==> config.mk <==
export PLATFORM = sky130hd
export DESIGN_NAME = cpu6_chk_cmp
export DESIGN_NICKNAME = d
export VERILOG_FILES = /design/src/rtl/cpu6_pc_checker_pkg.sv /design/src/rtl/cpu6_pc_checker_cmp.sv
export SDC_FILE = /design/constraint.sdc
export NUM_CORES = 1
export LEC_CHECK = 0
export ABC_AREA = 1
export BUFFER_PORTS_ARGS = -buffer_cell sky130_fd_sc_hd__buf_2
export CAP_MARGIN = 15
export CELL_PAD_IN_SITES_DETAIL_PLACEMENT = 0
export CELL_PAD_IN_SITES_GLOBAL_PLACEMENT = 1
export CORE_MARGIN = 1.5
export CORE_UTILIZATION = 18
export DETAILED_ROUTE_END_ITERATION = 8
export GPL_TIMING_DRIVEN = 1
export PLACE_DENSITY_LB_ADDON = 0.1
export SETUP_SLACK_MARGIN = 0.4
export SLEW_MARGIN = 25
export SYNTH_ARGS = -nofsm -noshare
export SYNTH_HDL_FRONTEND = slang
export SYNTH_SLANG_ARGS = --single-unit
==> constraint.sdc <==
create_clock -name vclk -period 1
set_input_delay 0.15 -clock vclk [all_inputs]
set_output_delay 0.15 -clock vclk [all_outputs]
set_load 0.05 [all_outputs]
==> src/rtl/cpu6_pc_checker_pkg.sv <==
// Shared state and fail-cause encodings for the cpu6 PC checkpoint monitor.
package cpu6_pc_checker_pkg;

    typedef enum logic [1:0] {
        CPU6_CHK_ST_IDLE = 2'd0,
        CPU6_CHK_ST_RUN  = 2'd1,
        CPU6_CHK_ST_PASS = 2'd2,
        CPU6_CHK_ST_FAIL = 2'd3
    } chk_state_e;

    typedef enum logic [1:0] {
        CPU6_CHK_CAUSE_NONE     = 2'd0,
        CPU6_CHK_CAUSE_MISMATCH = 2'd1,
        CPU6_CHK_CAUSE_MISSING  = 2'd2,
        CPU6_CHK_CAUSE_TIMEOUT  = 2'd3
    } chk_cause_e;

endpackage

==> src/rtl/cpu6_pc_checker_cmp.sv <==
// One checkpoint slot: PC match against the programmed PC and masked value compare.
module cpu6_chk_cmp
    import cpu6_pc_checker_pkg::*;
#(
    parameter int XLEN = 32
) (
    input  logic            i_en,
    input  logic [XLEN-1:0] i_pc,
    input  logic [XLEN-1:0] i_chk_pc,
    input  logic [XLEN-1:0] i_obs,
    input  logic [XLEN-1:0] i_exp,
    input  logic [XLEN-1:0] i_mask,
    output logic            o_match,
    output logic            o_ok
);

    assign o_match = i_en && (i_pc == i_chk_pc);
    // Only bits with mask=1 take part in the comparison.
    assign o_ok    = ((i_obs & i_mask) == (i_exp & i_mask));

endmodule

==> summary.md <==
| Metric | Value |
|---|---|
| Outcome | complete, but fails checks |
| Failing checks | design-rule violations, negative setup slack |
| Hold path endpoint | o_match |
| # diodes | 0 |
| Crit share post-route | 1.21 |
| Clkbuf count | 0 |
| Setup CP Type | in2out |
| Pre-Repair DR Iteration Count | 6 |
| Slowest Stage Delay on Critical Path | 0.21 ns |
| Hold_ws | 0.849 ns |
| GRT Total Usage | 0.118 |
| Post-synthesis cell count | 288 |
| Post-synth cell types | 13 |
| Die ar. | 7270 sq um |
| Post-Layout Cell Count | 528 |
| Max cap viols | 0 |
| Routed wire length | 4630 um |
| Number of port buffers | 163 |
| Yosys Warn Count | 0 |
| Worst Hold Launch | i_chk_pc[7] |
| Worst-path cell chain | buf_2 -> xor2_1 -> nor3_2 -> nand3_1 -> nor2_4 -> buf_8 |
| Fill count | 771 |
| Overflow after GRT | 0 |
| Initial DRC Count | 50 |
| DIE WIDTH | 85.2 um |
| Final setup viols | 2 |
| FF+latch count | 0 |
| Routed len/inst | 8.76 um |
| Slew @ Worst Pin | 0.230 ns |
| Fin area | 2380 sq um |
| Min-Delay Path Class | in2out |
| I/O pin cnt | 163 |
| Initial antenna violation count | 0 |
| Via-to-Cell Ratio | 3.94 |
| Max IR drop VDD | 0.114 mV |
| Crit path arrival time | 1.06 ns |
| Hold Path Depth | 7 |
| Unrepaired setup endpoints after global routing | true |
| Routability Congestion | 0.724 |
| Initial Utilization | 0.188 |
| Largest net degree at the start of global routing | 3 |
| Number of global-route vias before repair | 1914 |
| Std-Cell Rows | 29 |
| Final nets | 614 |
| Placed inst area | 2160 sq um |
| Startpoint types | input pin |
| Layout cells sized above 1 | 0.448 |
| Core ar. | 6460 sq um |
| Post-synthesis sequential area ratio | 0 |
| Reg area | 0 sq um |
| Placed cell count | 528 |
| Antenna viol nets, final | 0 |
| Max FO, Critical Path | 1 |
| Syn avg cell area | 4.23 sq um |
| Netlist Area Pre-Place | 1220 sq um |
| Via count | 2078 |
| Pins over their slew limit | 0 |
| Worst EP required | 0.85 ns |
| Final hold vios | 0 |
| Max_slew headroom | 0.845 |
| Final HPWL from detailed placement | 4360 um |
| Synthesized Nets | 449 |
| Minimum clock period | 1.21 ns |
| Leak | 1.51 nW |
| # DRC | 10 |
| First-pass GRT wire length | 7380 um |
| PwrDens | 343 nW/um^2 |
| Die height | 85.2 um |
| Setup crit end kind | output pin |
| P&R area growth vs syn | 95.5% |
| Postcts setup bufs | 0 |
| # hold bufs at CTS | 0 |
| Slowest stage cell, crit path | nor3_2 |
| Maximum clock rate | 827 MHz |
| Final worst slack | -0.210 ns |
-- what timing repair did --
| action | in CTS | in global routing |
|---|---|---|
| pin swaps | 15 | 39 |
| cloned | 0 | 0 |
| setup endpoints to repair | 2 | 2 |
| resized for setup | 17 | 44 |
-- layer usage --
| layer | part of all wire | vias to the layer above | GRT usage | wire [um] |
|---|---|---|---|---|
| met4 | 0.0058 | 0 | 0.00596 | 27 |
| met3 | 0.096 | 2 | 0.0185 | 444 |
| met5 | 0 | - | 0 | 0 |
| li1 | - | 1188 | - | - |
| met1 | 0.40 | 802 | 0.139 | 1850 |
| met2 | 0.50 | 86 | 0.234 | 2300 |
-- cell usage after synthesis --
| cell | instances | area, sq um |
|---|---|---|
| inv_1 | 48 | 180 |
| nand2_1 | 113 | 424 |
| nand3_1 | 9 | 45.0 |
| nand3b_1 | 15 | 113 |
| nor2_1 | 76 | 285 |
| nor2_2 | 1 | 6.26 |
| nor3_1 | 2 | 10.0 |
| o211ai_1 | 1 | 7.51 |
| o21ai_0 | 1 | 5.00 |
| o21ai_1 | 13 | 65.1 |
| or2_0 | 1 | 6.26 |
| xnor2_1 | 5 | 43.8 |
| xor2_1 | 3 | 26.3 |
-- worst max-delay path by stage --
stage | startpoint | to | slack (ns)
4_1_cts | i_pc[0] | o_match | -0.24
2_1_floorplan | i_chk_pc[9] | o_match | -0.05
5_1_grt | i_obs[20] | o_ok | -0.29
3_3_place_gp | i_chk_pc[18] | o_match | -0.40
3_5_place_dp | i_chk_pc[18] | o_match | -0.40
6_report | i_chk_pc[26] | o_match | -0.21
-- cells by family (layout without fill, tap and decap cells) --
family                    count (synthesis)  in the layout  share of synthesized area
AOI/OAI and AO/OA                        15             15                     0.0637
xor gates and xnor gates                  8              8                     0.0576
buffers and inverters                    48            211                      0.148
and+or+nand+nor                         217            217                      0.731
-- placed cells by master (no fill, tap or decap) --
| cell type | n |
|---|---|
| xor2_1 | 3 |
| nor2_2 | 9 |
| nor2_4 | 3 |
| inv_1 | 37 |
| nand3b_1 | 15 |
| inv_2 | 10 |
| nor3_2 | 1 |
| nor3_1 | 1 |
| nand3_2 | 1 |
| o21ai_1 | 9 |
| buf_8 | 3 |
| nor2_1 | 65 |
| buf_4 | 1 |
| xnor2_1 | 4 |
| xnor2_2 | 1 |
| or2_0 | 1 |
| o211ai_1 | 1 |
| nand2_2 | 9 |
| buf_2 | 141 |
| buf_6 | 18 |
| o21ai_2 | 4 |
| nand2_1 | 104 |
| inv_8 | 1 |
| nand3_1 | 8 |
| o21ai_0 | 1 |
-- area by class of cell --
cell class | instances | area (sq um) | share of cell area
multi-input combinational | 240 | 1130 | 0.477
timing repair buffer | 163 | 961 | 0.404
inverter | 48 | 188 | 0.0789
tap | 77 | 96.3 | 0.0405
-- through the flow --
step	TNS, ns	setup WS, ns	power, mW	utilization
detailed placement	-0.717	-0.401	0.730	0.334
floorplan	-0.0746	-0.0478	0.319	-
global route	-0.562	-0.287	0.932	0.368
global placement	-0.704	-0.399	0.717	0.334
CTS	-0.438	-0.242	0.757	0.345
finish	-0.384	-0.210	0.816	0.368
-- worst max-delay path, delay by kind of cell --
family	cells	cell delay (ns)
and+or+nand+nor	3	0.50
xor gates and xnor gates	1	0.15
buffers and inverters	2	0.25
-- report_power, final --
| part | total (mW) | internal, mW | switching (mW) | leakage (nW) |
|---|---|---|---|---|
| clock network | 0 | 0 | 0 | 0 |
| logic | 0.816 | 0.456 | 0.360 | 1.51 |
| registers | 0 | 0 | 0 | 0 |
Power figures use the tool's default switching activity.
